===== config.mk =====
export PLATFORM = sky130hd
export DESIGN_NAME = fpu_arbiter
export DESIGN_NICKNAME = d
export VERILOG_FILES = /design/src/rtl/fpu_arbiter.sv
export SDC_FILE = /design/constraint.sdc
export NUM_CORES = 1
export LEC_CHECK = 0
export ABC_AREA = 1
export CORE_MARGIN = 2
export CORE_UTILIZATION = 32
export DETAILED_ROUTE_END_ITERATION = 8
export GPL_TIMING_DRIVEN = 0
export PLACE_DENSITY = 0.69
export SLEW_MARGIN = 20
export SYNTH_ARGS = -nofsm -noshare
export SYNTH_HDL_FRONTEND = slang
export SYNTH_SLANG_ARGS = --single-unit

===== constraint.sdc =====
create_clock -name clk -period 2.4 [get_ports clk]
set_input_delay 0.24 -clock clk [delete_from_list [all_inputs] [get_ports clk]]
set_output_delay 0.24 -clock clk [all_outputs]
set_load 0.01 [all_outputs]

===== src/rtl/fpu_arbiter.sv =====
// fpu_arbiter: two requesters share one pipelined fpu.
//
// Purpose
//   Round-robin arbitration between two request ports in front of a single
//   fpu with a fixed result latency. One operation can be issued per cycle.
//   A small tag pipeline remembers which port issued each in-flight
//   operation, so that the result is strobed back to the right requester.
//
// Parameters
//   LATENCY  edges from the fpu sampling its operands to fpu_ans being valid
//            (1..8, default 4)
//
// Ports
//   clk, rst                      rising-edge clock, synchronous active-high reset
//   reqN_valid / reqN_ready       request handshake for port N (ready is combinational)
//   reqN_op/rmode/opa/opb         request fields for port N
//   fpu_op/rmode/opa/opb          registered operands driving the shared fpu
//   fpu_ans, fpu_flags            fpu result and {inf,snan,qnan,ine,ovf,unf,zero,dbz}
//   rsp0_valid, rsp1_valid        one-cycle result strobe per requester
//   rsp_data, rsp_flags           registered fpu result, shared by both ports
//   busy                          an accepted operation has not finished its strobe
//
// Configuration
//   FPU_ARBITER_STATS_EN  when defined, adds grant0_count / grant1_count
//                         (16-bit wrapping handshake counters per port).

module fpu_arbiter #(
  parameter int LATENCY = 4
) (
  input  logic        clk,
  input  logic        rst,
  input  logic        req0_valid,
  output logic        req0_ready,
  input  logic [2:0]  req0_op,
  input  logic [1:0]  req0_rmode,
  input  logic [31:0] req0_opa,
  input  logic [31:0] req0_opb,
  input  logic        req1_valid,
  output logic        req1_ready,
  input  logic [2:0]  req1_op,
  input  logic [1:0]  req1_rmode,
  input  logic [31:0] req1_opa,
  input  logic [31:0] req1_opb,
  output logic [2:0]  fpu_op,
  output logic [1:0]  fpu_rmode,
  output logic [31:0] fpu_opa,
  output logic [31:0] fpu_opb,
  input  logic [31:0] fpu_ans,
  input  logic [7:0]  fpu_flags,
  output logic        rsp0_valid,
  output logic        rsp1_valid,
  output logic [31:0] rsp_data,
  output logic [7:0]  rsp_flags,
  output logic        busy
`ifdef FPU_ARBITER_STATS_EN
  ,
  output logic [15:0] grant0_count,
  output logic [15:0] grant1_count
`endif
);

  // Round-robin pointer: the port that wins when both are valid.
  logic prio_ptr;

  logic hs_any;  // a handshake happens at the coming edge
  logic hs_id;   // port id of that handshake

  // Tag pipeline: stage k holds the operation issued k+1 edges ago.
  logic [LATENCY:0] tag_valid;
  logic [LATENCY:0] tag_id;

  always_comb begin
    // NOTE: every signal written here gets a default first, so no latch is inferred.
    req0_ready = 1'b0;
    req1_ready = 1'b0;
    if (!rst) begin
      if (req0_valid && req1_valid) begin
        req0_ready = ~prio_ptr;
        req1_ready = prio_ptr;
      end else begin
        req0_ready = req0_valid;
        req1_ready = req1_valid;
      end
    end
  end

  // Ready is only ever raised on a valid port, so ready alone marks a handshake.
  assign hs_any = req0_ready | req1_ready;
  assign hs_id  = req1_ready;

  always_ff @(posedge clk) begin
    // NOTE: sequential state uses non-blocking assignments so all registers
    // update together from pre-edge values.
    if (rst) begin
      prio_ptr   <= 1'b0;
      tag_valid  <= '0;
      tag_id     <= '0;
      fpu_op     <= '0;
      fpu_rmode  <= '0;
      fpu_opa    <= '0;
      fpu_opb    <= '0;
      rsp0_valid <= 1'b0;
      rsp1_valid <= 1'b0;
      rsp_data   <= '0;
      rsp_flags  <= '0;
    end else begin
      tag_valid <= {tag_valid[LATENCY-1:0], hs_any};
      tag_id    <= {tag_id[LATENCY-1:0], hs_id};

      // The last tag stage lines up with fpu_ans; the strobe is registered
      // together with the result so both appear in the same cycle.
      rsp0_valid <= tag_valid[LATENCY] & ~tag_id[LATENCY];
      rsp1_valid <= tag_valid[LATENCY] &  tag_id[LATENCY];
      rsp_data   <= fpu_ans;
      rsp_flags  <= fpu_flags;

      if (hs_any) begin
        prio_ptr  <= ~hs_id;  // the other port wins the next tie
        fpu_op    <= hs_id ? req1_op    : req0_op;
        fpu_rmode <= hs_id ? req1_rmode : req0_rmode;
        fpu_opa   <= hs_id ? req1_opa   : req0_opa;
        fpu_opb   <= hs_id ? req1_opb   : req0_opb;
      end
    end
  end

  // The strobe cycle itself still counts as busy: an operation is finished
  // only once its response has been presented.
  assign busy = (|tag_valid) | rsp0_valid | rsp1_valid;

`ifdef FPU_ARBITER_STATS_EN
  always_ff @(posedge clk) begin
    if (rst) begin
      grant0_count <= '0;
      grant1_count <= '0;
    end else begin
      if (req0_ready) grant0_count <= grant0_count + 16'd1;
      if (req1_ready) grant1_count <= grant1_count + 16'd1;
    end
  end
`endif

endmodule


## Word-level counts from Yosys, hierarchy flattened

Index checks and enable logic that the tools add are counted.

- Multiplexer cells: 8
- Bitwise logic cells: 8
- Reductions and logical operators: 2

Operators with widths:

| cell | number |
|---|---|
| $mux W32 | 2 |
| $reduce_or A5 Y1 | 1 |
| $mux W1 | 4 |
| $mux W3 | 1 |
| $not A1 Y1 | 3 |
| $or A1 B1 Y1 | 3 |
| $and A1 B1 Y1 | 2 |
| $mux W2 | 1 |
| $logic_and A1 B1 Y1 | 1 |

- Register bits after elaboration: 122
- Bits of input ports: 182
- Output and inout port bits: 114

## Longest topological paths before layout

Gate-level depths: netlist (run 1).

- Depth in word-level cells: 4
- Mapped depth: 7

## Least setup slack after synthesis (run 1)

Ideal clock, no wire load.

- Path kind: in2out
- Start point: input port rst
- End point: output port req0_ready
- Arrival time: 0.937 ns
- Setup slack: 1.223 ns
- Stages on the path: 5
- Buffers on the path: 2
- Path through: buf_4 > inv_4 > buf_2 > o21ai_0 > nor2_1

- Longest elaborated chain between the ends: 1

RTL lines:

| item | line | text |
|---|---|---|
| from (decl) | 31 | `input logic rst,` |
| $mux W1 | 76 | `if (!rst) begin` |
| to (decl) | 33 | `output logic req0_ready,` |

No other way between the ends.

## Final worst setup path (run 1)

- Start point: input port req0_valid
- End point: output port req1_ready

- Longest elaborated chain between the ends: 3

RTL lines:

| item | line | text |
|---|---|---|
| from (decl) | 32 | `input logic req0_valid,` |
| $logic_and A1 B1 Y1 | 77 | `if (req0_valid && req1_valid) begin` |
| $mux W1 | 77 |  |
| $mux W1 | 76 |  |
| to (decl) | 39 | `output logic req1_ready,` |

No other way between the ends.

==> results of run 1 <==
[layout make-up]
class	count	area, um2	area share (%)
buffer	48	233	2.57
clock inverter	14	146	1.62
clock buffer	18	439	4.86
multi-input combinational	406	1820	20.1
tap	216	270	2.99
timing repair buffer	296	2960	32.7
sequential	122	2440	27.0
inverter	194	731	8.08
[per-stage QoR]
step / cells / setup WS (ps) / area (um2)
detailed placement: 1280 / -31.0 / 8430
floorplan: 770 / 1220 / 5220
global route: 1314 / 22.1 / 9040
global placement: 1280 / -23.3 / 8430
finish: 1314 / 135 / 9040
CTS: 1312 / 30.6 / 9020
[registers in the layout, summed over array words and instances (netlist names)]
register,count
fpu_opb,32
fpu_opa,32
fpu_rmode,2
tag_valid,5
rsp0_valid,1
rsp1_valid,1
rsp_flags,8
rsp_data,32
prio_ptr,1
fpu_op,3
tag_id,5
[per-layer routing]
layer  global-route usage [%]  part of all wire, %  vias up
met4                     8.94                  2.7        0
met2                     34.9                   47      242
met1                     23.9                   40     2566
li1                         -                    -     2936
met5                        0                    0        -
met3                     9.07                   10       34
[placed cells by master, fill, tap and decap left out, drive strengths merged]
| master | n |
|---|---|
| a21oi | 1 |
| buf | 31 |
| bufinv | 2 |
| clkbuf | 37 |
| clkdlybuf4s50 | 294 |
| clkinv | 10 |
| dfxtp | 122 |
| inv | 196 |
| nand2 | 141 |
| nand3 | 207 |
| nand4 | 1 |
| nor2 | 52 |
| nor3 | 2 |
| o21ai | 2 |
[worst max-delay path, cell delays in order]
cell and delay, ps:
clkdlybuf4s50_1 570, nand2_2 210, nand2_4 200, buf_2 260
inv_1 60, clkdlybuf4s50_1 470
[final timing paths]
kind         cells past startpoint                  start                       to  slack [ps]
max                              6             req0_valid               req1_ready         140
min                              3            fpu_ans[13]  rsp_data[13]$_SDFF_PP0_         340
max reg2reg                      6  prio_ptr$_SDFFE_PP0P_  fpu_opa[2]$_SDFFE_PP0P_         960
min reg2reg                      2   tag_id[0]$_SDFF_PP0_     tag_id[1]$_SDFF_PP0_         400
[power groups by stage]
stage,logic [W],clock network [W],registers [W]
3_3_place_gp,0.00115,0,0.00230
2_1_floorplan,0.000359,0,0.00237
4_1_cts,0.00117,0.00256,0.00227
5_1_grt,0.00127,0.00268,0.00228
6_report,0.00116,0.00252,0.00226
3_5_place_dp,0.00116,0,0.00231
[logic make-up after synthesis]
family,count (synthesis),synth area share (%)
AOI/OAI and AO/OA,3,0.503
buffers and inverters,242,18.5
DFF,122,46.8
and+or+nand+nor,403,34.3
[timing repair]
| item | 4_1_cts | 5_1_grt |
|---|---|---|
| buffers inserted | 0 | 2 |
| pin swaps | 0 | 1 |
| setup endpoints to repair | 1 | 1 |
| resized for setup | 1 | 0 |
==> metrics.md, run 1 <==
| Metric | Value |
|---|---|
| Yosys top cell by area | `dfxtp_1` |
| WL final | `17.9 mm` |
| Hold WS | `341 ps` |
| Synth Instances | `between 700 and 800` |
| Setup TNS | `0 ps` |
| Via count | `5778` |
| Clk_lat worst skew | `around 420 ps` |
| Final Net Count | `1267` |
| Clock Power Share | `about 42%` |
| Post-synth top flop | `dfxtp_1` |
| Vias in the first global route | `5431` |
| Max FO, Critical Path | `10` |
| Sequential area share after synthesis | `between 40% and 50%` |
| Post-synth top cells | `nand3_1 (207), inv_1 (191), nand2_1 (139), dfxtp_1 (122), nor2_1 (51)` |
| Post-Syn Nets | `roughly 950` |
| Setup Skew | `between 7 and 8 ps` |
| Worst Max-Slew Pin Slew | `515 ps` |
| Initial core utilization | `about a third` |
| Port bufs | `294` |
| Antenna Violating Nets Remaining | `0` |
| Run status | `finished clean` |
| DR DRC count | `0` |
| CTS clk-pin slew, worst paths | `60 ps` |
| DP HPWL | `roughly 14 mm` |
| Largest net degree at the start of global routing | `17` |
| Sw Share | `25.8%` |
| Pwr Total | `0.00594 W` |
| PwrDens | `between 600 and 700 mW/mm2` |
| F_max | `442 MHz` |
| Part of the power in registers | `38.1%` |
| DIE HEIGHT | `132 um` |
| Area growth from synthesis to layout | `73.1%` |
| Share of async-settable or async-resettable flops after synthesis | `0%` |
| Crit path DAT | `~2000 ps` |
| Diode count | `0` |
| Final core area utilization | `56.7%` |
| FF+latch count, synth | `122` |
| Max_slew headroom | `roughly 66%` |
| Hold crit path type | `in2reg` |
| Final RePlAce weighted congestion | `0.853` |
| Clk root buf | `clkbuf_16` |
| Clk sinks | `122` |
| Post-CTS Hold Fix Bufs | `0` |
| Initial DRC count | `258` |
| Comb pwr share | `19.5%` |
| WL/cell | `13.7 um` |
| Static Leak | `around 4.6 nW` |
| Syn Std Cell Area | `0.00522 mm2` |
| Num ports | `roughly 300` |
| Power Internal | `around 0.0044 W` |
| CTS buffer count | `17` |
| Startpoint Class | `input port` |
| Vias per inst | `4.40` |
| Die ar. | `between 0.015 and 0.02 mm2` |
| Die W | `132 um` |
| Fin crit period | `2260 ps` |
| Initial antenna violation count | `0` |
| Grt total ovfl | `0` |
| Global-route wire length before repair | `28.8 mm` |
| Critical Path RT | `2160 ps` |
| Most frequent cell after synthesis | `nand3_1` |
| Row count | `46` |
| Final worst path period share | `94.4%` |
| Fillers | `between 1500 and 2000` |
| DRT Pass-1 Iters | `5` |
| Layout cells sized above 1 | `a little over 6%` |
| GRT Resource Usage Total | `21.1%` |
| Crit end category | `output pin` |
| CTS tree | `yes` |
| Fin. max-slew vios | `0` |
| Cell variety after synth | `19` |
| Core Box Area | `0.0159 mm2` |
| Average size of a mapped cell | `6.78 um2` |
| Setup CP Type | `in2out` |
| Synth top area cells | `dfxtp_1 (47%), nand3_1 (20%), inv_1 (14%), nand2_1 (10%), nor2_1 (3.7%)` |
| Yosys warnings | `0` |
| CTS H-Tree Depth | `4` |
| Peak supply drop | `approximately 0.46 mV` |
| RSZ-0062 raised after global routing | `no` |
| P_sw | `~0.0015 W` |
| Number of enable flip-flop cells after synthesis | `0` |
| Clock Tree Buf Depth | `2` |
| Synth top area share | `46.8%` |
| Max cap viols | `0` |
| Hold Fails Final Rpt | `0` |
| Setup violations, final | `0` |
Note: power is estimated with default switching activity, not from simulation.
==> inputs of run 2 (changes only) <==
GPL_TIMING_DRIVEN = not set   (was 0)
PLACE_DENSITY = 0.72   (was 0.69)
==> run 2 against run 1 <==
  * Sequential power barely moved
  * Critical path depth unchanged
  * Die area did not move
  * Clock power is 2% lower
  * Critical endpoint is now req0_ready
  * First-iteration DRC count down 20%
  * Design area is 1.8% lower
==> metrics.md, run 2 (same netlist as run 1, synthesis figures left out) <==
| Metric | Value |
|---|---|
| Area growth from synthesis to layout | `70.0%` |
| Final RePlAce weighted congestion | `0.776` |
| Fin. max-slew vios | `0` |
| WL/cell | `13.4 um` |
| Hold crit path type | `in2reg` |
| Reg2Reg Depth | `6` |
| Cell chain of the critical path | `clkdlybuf4s50_1 -> inv_2 -> o21ai_0 -> nor2_1 -> buf_4 -> clkdlybuf4s50_1` |
| CTS buffer count | `17` |
| Core Box Area | `0.0159 mm2` |
| Max stage delay cell, worst path | `clkdlybuf4s50_1` |
| Startpoint Class | `input port` |
| F_max | `474 MHz` |
| Part of the power in registers | `38.6%` |
| Initial antenna violation count | `0` |
| Diode count | `0` |
| Dpl cell area | `~0.0083 mm2` |
| DRT Pass-1 Iters | `5` |
| Pre-CTS setup slack | `242 ps` |
| Vias in the first global route | `approximately 5500` |
| Number of buffers and inverters on the critical path | `4` |
| Final worst path period share | `87.9%` |
| Final Net Count | `between 1000 and 1500` |
| Post-CTS Repair Setup Buffers | `0` |
| P_sw | `roughly 0.0017 W` |
| Sw Share | `between 20 and 30%` |
| Post-route cell area | `0.00887 mm2` |
| Cells on Worst Hold Path | `2` |
| CTS tree | `yes` |
| Fin crit period | `2110 ps` |
| Crit path DAT | `1870 ps` |
| Number of instances in the placed design | `1243` |
| Peak per-stage delay on the critical path | `about 530 ps` |
| Power Internal | `0.00421 W` |
| DIE HEIGHT | `132 um` |
| Clk_lat worst skew | `approximately 420 ps` |
| RSZ-0062 raised after global routing | `no` |
| Setup Skew | `5.21 ps` |
| CP Depth | `6` |
| Max FO, Critical Path | `2` |
| Grt total ovfl | `0` |
| Most common cell after layout, fill and taps aside | `clkdlybuf4s50_1` |
| Top Registers | `fpu_opa (32), fpu_opb (32), rsp_data (32)` |
| Static Leak | `between 4 and 5 nW` |
| Antenna Violating Nets Remaining | `0` |
| DP HPWL | `12.1 mm` |
| Clk root buf | `clkbuf_16` |
| CTS clk-pin slew, worst paths | `60 ps` |
| Row count | `46` |
| Largest net degree at the start of global routing | `71` |
| Post-CTS Hold Fix Bufs | `0` |
| Via count | `5616` |
| Clock Power Share | `about 42%` |
| Comb pwr share | `19.3%` |
| Setup CP Type | `in2out` |
| Layout cells sized above 1 | `4.72%` |
| Worst Max-Slew Pin Slew | `745 ps` |
| Clk sinks | `122` |
| Vias per inst | `4.40` |
| PwrDens | `661 mW/mm2` |
| Fin worst setup slack | `291 ps` |
| Max cap viols | `0` |
| Port bufs | `around 300` |
| Die W | `132 um` |
| Critical Path RT | `2160 ps` |
| WL final | `17.1 mm` |
| R2R setup slack | `~1000 ps` |
| Hold Fails Final Rpt | `0` |
| Initial DRC count | `approximately 210` |
| Max_slew headroom | `50.4%` |
| CTS H-Tree Depth | `4` |
| Run status | `finished clean` |
| Crit end category | `output pin` |
| Global-route wire length before repair | `28.2 mm` |
| DR DRC count | `0` |
| Num ports | `296` |
| Setup violations, final | `0` |
| Peak supply drop | `0.493 mV` |
| Setup TNS | `0 ps` |
| Initial core utilization | `32.7%` |
| Post-cts sizing count | `0` |
| CP most frequent cell | `clkdlybuf4s50_1` |
| Non-Filler Instances | `approximately 1300` |
| CP delay by family, top | `buffers and inverters` |
| Die ar. | `0.0174 mm2` |
| GRT Resource Usage Total | `20.3%` |
| Commonest cells after routing, fill and taps aside | `clkdlybuf4s50_1 (294), nand3_1 (207), inv_1 (191)` |
| Clock Tree Buf Depth | `2` |
-- run 2: changes by cell type in the layout (fill, tap and decap cells not counted), sizes merged --
cell and delta:
clkbuf -20, buf -20, clkinvlp +3, bufinv -2, inv +10, clkinv -10
-- run 2: metrics by stage --
stage | total power, W | utilization, % | hold WS, ps
finish | 0.00586 | 55.7 | 131
global route | 0.00615 | 55.7 | 127
floorplan | 0.00273 | - | 347
CTS | 0.00595 | 55.7 | 116
global placement | 0.00343 | 52.1 | 388
detailed placement | 0.00345 | 52.1 | 392
-- run 2: power groups by stage --
stage	Sequential (W)	Combinational, W	Clock [W]
2_1_floorplan	0.00237	0.000359	0
3_3_place_gp	0.00230	0.00113	0
3_5_place_dp	0.00231	0.00114	0
4_1_cts	0.00226	0.00114	0.00254
5_1_grt	0.00228	0.00124	0.00264
6_report	0.00226	0.00113	0.00247
-- run 2: final timing paths --
| path | to | from |
|---|---|---|
| min | rsp1_valid$_SDFF_PP0_ | rst |
| max | req0_ready | req1_valid |
| min reg2reg | tag_id[1]$_SDFF_PP0_ | tag_id[0]$_SDFF_PP0_ |
| max reg2reg | fpu_opa[26]$_SDFFE_PP0P_ | prio_ptr$_SDFFE_PP0P_ |
-- run 2: worst register-to-register path: cells and delay by family (launching register included) --
family / cells / cell delay [ps]
buffers and inverters: 2 / 520
DFF: 1 / 310
and+or+nand+nor: 4 / 440
-- run 2: per-layer routing --
| layer | vias to the layer above | wire [um] | global-route usage (%) |
|---|---|---|---|
| met2 | 258 | 8020 | 34.5 |
| li1 | 2860 | - | - |
| met1 | 2469 | 6820 | 22.8 |
| met5 | - | 0 | 0 |
| met4 | 0 | 418 | 8.15 |
| met3 | 29 | 1820 | 8.19 |
-- run 2: final cells by class --
class / count / area [um2]
fill: 1548 / 7070
timing repair buffer: 305 / 3050
sequential: 122 / 2440
multi-input combinational: 406 / 1820
inverter: 194 / 731
clock buffer: 17 / 425
tap: 216 / 270
clock inverter: 15 / 143
==> edit 1: new RTL, settings of run 2 <==
Build with the macro `FPU_ARBITER_STATS_EN` defined.
--- a/src/rtl/fpu_arbiter.sv
+++ b/src/rtl/fpu_arbiter.sv
@@ -23,6 +23,8 @@
 // Configuration
 //   FPU_ARBITER_STATS_EN  when defined, adds grant0_count / grant1_count
 //                         (16-bit wrapping handshake counters per port).
+
+`define FPU_ARBITER_STATS_EN
 
 module fpu_arbiter #(
   parameter int LATENCY = 4
Behaviour (old outputs only; new: grant0_count and grant1_count): unchanged (equiv_simple and equiv_induct, registers matched by name and starting in step).
==> edit 1 against run 2 <==
  * Sequential cell count increased by 32
  * Wire length increased by 14%
  * Worst setup slack improved by 0.050 ns
  * Highest routed layer unchanged
  * Total power increased by 17%
  * Register-to-register slack got worse by 0.19 ns
  * Critical path type unchanged
  * Die area increased by 15%
  * Design area increased by 14%
  * Maximum frequency increased by 2.4%
  * Clock skew increased by 0.0069 ns
  * Synthesized area increased by 16%
==> edit 1: results (changes against run 2) <==
- Vias in the first global route: 5906 (was 5518)
- Post-Route M1 WL: 7850 um (was 6818 um)
- Setup Buffers After CTS: 0 (unchanged)
- Syn Nets: 995 (was 952)
- CTS buffer count: 17 (unchanged)
- Crit-path max FO: 6 (was 2)
- Share of layout cells above drive strength 1: 0.04766 (was 0.04721)
- Inserted Diodes: 0 (unchanged)
- Clock latency on the worst-skew pair: 0.42 ns (about the same)
- Initial antenna violation count: 0 (unchanged)
- Worst-Margin Slew: 0.6420 ns (was 0.7445 ns)
- Cell variety after synth: 29 (was 19)
- GRT met1 Usage: 0.2247 (was 0.2276)
- Seq/Total Area, Yosys: 0.5098 (was 0.4678)
- Met3 usage: 0.06244 (was 0.08189)
- Leak pwr: 4.142 nW (was 4.449 nW)
- Buffers on Ports: 327 (was 295)
- Met3 routed WL: 1620 um (was 1822 um)
- Synth async-reset ratio: 0 (unchanged)
- 1st-iter DRT viols: 332 (was 206)
- Top post-synthesis cells by area: dfxtp_1, nand2_1, a31oi_1 (was dfxtp_1, nand3_1, inv_1)
- Critical path data arrival time: 1.82 ns (was 1.87 ns)
- Post-place setup slack: 0.3240 ns (was 0.2416 ns)
- First drt pass iteration count: 5 (unchanged)
- GRT Util Overall: 0.1911 (was 0.2032)
- Internal: 5.143 mW (was 4.210 mW)
- Top layer used by detailed routing: met4 (unchanged)
- Reg2reg start: prio_ptr (unchanged)
- Hold crit path type: in2reg (unchanged)
- # resized after CTS: 0 (unchanged)
- Commonest cells post-synth: nand2_1, dfxtp_1, nor2_1 (was nand3_1, inv_1, nand2_1)
- Dpl cell area: 9468 um^2 (was 8307 um^2)
- Clock Skews: 0.01210 ns (was 0.005205 ns)
- WL met2: 9517 um (was 8024 um)
- Fillers: 1760 (was 1548)
- Final Wtd Congestion: 0.8073 (was 0.7757)
- WL/cell: 14.27 um (was 13.40 um)
- Yosys warning count: 0 (unchanged)
- Met2 Resource Use GR: 0.3219 (was 0.3453)
- Status: complete, no violations (unchanged)
- Final HPWL DP: 14310 um (was 12140 um)
- Global-route wire length before repair: 30120 um (was 28190 um)
- Post-synth top flop: dfxtp_1 (unchanged)
- Drt via density: 4.619 (was 4.405)
- Fin nets: 1304 (was 1228)
- Worst ir drop on vdd: 0.4397 mV (was 0.4932 mV)
- Top flop regs: fpu_opa x32, fpu_opb x32, rsp_data x32 (unchanged)
- Largest net degree at the start of global routing: 77 (was 71)
edit 1: power groups by stage:
| stage | clock, mW | sequential [mW] | combinational, mW |
|---|---|---|---|
| after floorplan | 0 | 2.91 | 0.343 |
| after global placement | 0 | 2.85 | 1.10 |
| after detailed placement | 0 | 2.85 | 1.11 |
| after CTS | 3.03 | 2.79 | 1.11 |
| after global routing | 3.14 | 2.81 | 1.20 |
| final | 2.96 | 2.79 | 1.10 |
edit 1: cell type report:
cell class	instances	area share
timing repair buffer	338	0.3347
sequential	154	0.3046
multi-input combinational	521	0.2342
clock buffer	17	0.04203
inverter	88	0.03288
tap	234	0.02892
clock inverter	15	0.02262
edit 1: cells by family (layout without fill, tap and decap cells):
kind of cell | Yosys count | in the layout | synth area share
adder cells (fa/ha/maj) | 2 | 2 | 0.004138
flip-flops | 154 | 154 | 0.5098
AND/OR/NAND/NOR | 351 | 351 | 0.2311
buffers and inverters | 136 | 458 | 0.09890
XOR/XNOR | 1 | 1 | 0.001449
AO/OA/AOI/OAI | 167 | 167 | 0.1546
edit 1: path summary, 6_finish.rpt:
kind	endpoint	slack [ns]	depth (start not counted)
max	req0_ready	0.34	5
min	tag_id[0]	0.23	4
max reg2reg	fpu_opb[11]	0.82	7
min reg2reg	tag_id[1]	0.40	2
edit 1: per-stage QoR:
stage / hold WS [ns] / std cells / util
2_1_floorplan: 0.3470 / 811 / -
3_3_place_gp: 0.3931 / 1335 / 0.5079
3_5_place_dp: 0.3993 / 1335 / 0.5079
4_1_cts: 0.2202 / 1367 / 0.5430
5_1_grt: 0.2440 / 1367 / 0.5430
6_report: 0.2328 / 1367 / 0.5430
edit 1: critical path, cell delays in order:
cell	delay [ns]
clkdlybuf4s50_1	0.49
nand2_1	0.16
nand3_2	0.16
inv_1	0.20
clkdlybuf4s50_1	0.57
==> edit 2: new RTL, settings of run 2 <==
Without the edit above. The output `rsp_flags` loses its register stage (`rsp_flags` becomes a continuous assignment). Comments in the files are not updated.
--- a/src/rtl/fpu_arbiter.sv
+++ b/src/rtl/fpu_arbiter.sv
@@ -102,7 +102,6 @@
       rsp0_valid <= 1'b0;
       rsp1_valid <= 1'b0;
       rsp_data   <= '0;
-      rsp_flags  <= '0;
     end else begin
       tag_valid <= {tag_valid[LATENCY-1:0], hs_any};
       tag_id    <= {tag_id[LATENCY-1:0], hs_id};
@@ -112,7 +111,6 @@
       rsp0_valid <= tag_valid[LATENCY] & ~tag_id[LATENCY];
       rsp1_valid <= tag_valid[LATENCY] &  tag_id[LATENCY];
       rsp_data   <= fpu_ans;
-      rsp_flags  <= fpu_flags;
 
       if (hs_any) begin
         prio_ptr  <= ~hs_id;  // the other port wins the next tie
@@ -123,6 +121,8 @@
       end
     end
   end
+
+  assign rsp_flags = fpu_flags;
 
   // The strobe cycle itself still counts as busy: an operation is finished
   // only once its response has been presented.
Function: changed (Yosys sat finds a counterexample within 4 cycles, from zero or initial values and one cycle with rst high).
==> edit 2 against run 2 <==
  * Sequential cell count is 8 lower
  * Worst setup slack improved by 0.20 ns
  * First-iteration DRC count grew 1.9%
  * Sequential share of layout area fell by 0.65 points
  * Wire length fell by 8.6%
  * Synthesized area fell by 3.1%
  * Design area fell by 4.3%
  * Critical path depth stayed put
  * Largest cell class unchanged
  * Total power down 3.1%
  * Largest power group unchanged
==> edit 2: results (changes against run 2) <==
- Status: complete, no violations (unchanged)
- Dpl cell area: 7910 um^2 (was 8307 um^2)
- Worst ir drop on vdd: 0.4599 mV (was 0.4932 mV)
- WL met2: 7229 um (was 8024 um)
- Post-Route M1 WL: 6296 um (was 6818 um)
- Clock Skews: 0.004315 ns (was 0.005205 ns)
- Vias in the first global route: 4948 (was 5518)
- Top post-synthesis cells by area: dfxtp_1, nand3_1, inv_1 (unchanged)
- Drt via density: 4.380 (was 4.405)
- Syn Nets: 935 (was 952)
- GRT met1 Usage: 0.2133 (was 0.2276)
- Met2 Resource Use GR: 0.3111 (was 0.3453)
- Fillers: 1458 (was 1548)
- Worst Setup EP: req1_ready (was req0_ready)
- Post-place setup slack: 0.4633 ns (was 0.2416 ns)
- Reg2reg setup slack: 1.07 ns (was 1.01 ns)
- Vias after detailed routing: 5383 (was 5616)
- Commonest cells post-synth: nand3_1, inv_1, nand2_1 (unchanged)
- Leak pwr: 4.270 nW (was 4.449 nW)
- GRT Util Overall: 0.1877 (was 0.2032)
- Final Wtd Congestion: 0.7952 (was 0.7757)
- Met3 usage: 0.07421 (was 0.08189)
- Global-route wire length before repair: 24700 um (was 28190 um)
- Cell variety after synth: 18 (was 19)
- WL/cell: 12.70 um (was 13.40 um)
- Hold Slack: 0.2732 ns (was 0.1315 ns)
- RR Endpoint: fpu_opb[9] (was fpu_opa[26])
- Buffers on Ports: 279 (was 295)
- Final HPWL DP: 10860 um (was 12140 um)
- Hold EP: prio_ptr (was rsp1_valid)
- Met3 routed WL: 1579 um (was 1822 um)
- Share of layout cells above drive strength 1: 0.04813 (was 0.04721)
- FMAX: 522.7 MHz (was 474.1 MHz)
- Critical path data arrival time: 1.67 ns (was 1.87 ns)
- Placed instance count: 1197 (was 1243)
- Crit-path max FO: 3 (was 2)
-- edit 2: power breakdown --
part | switching (mW) | internal [mW]
Clock | 0.951 | 1.54
Combinational | 0.462 | 0.616
Sequential | 0.0683 | 2.05
Total | 1.48 | 4.20
-- edit 2: logic make-up after synthesis --
group | Yosys count | share of synthesized area
compound gates | 3 | 0.005191
simple gates | 395 | 0.3476
flops | 114 | 0.4509
buf+inv | 241 | 0.1963
-- edit 2: final cells by class --
type                       count  area share
inverter                     186     0.08219
sequential                   114      0.2687
timing repair buffer         288      0.3391
clock inverter                15     0.01871
multi-input combinational    398      0.2102
tap                          211     0.03108
clock buffer                  17     0.05008
-- edit 2: stage by stage --
| stage | util | total power [mW] |
|---|---|---|
| after floorplan | - | 2.592 |
| after global placement | 0.5165 | 3.236 |
| after detailed placement | 0.5165 | 3.245 |
| after CTS | 0.5547 | 5.754 |
| after global routing | 0.5547 | 5.972 |
| final | 0.5547 | 5.682 |
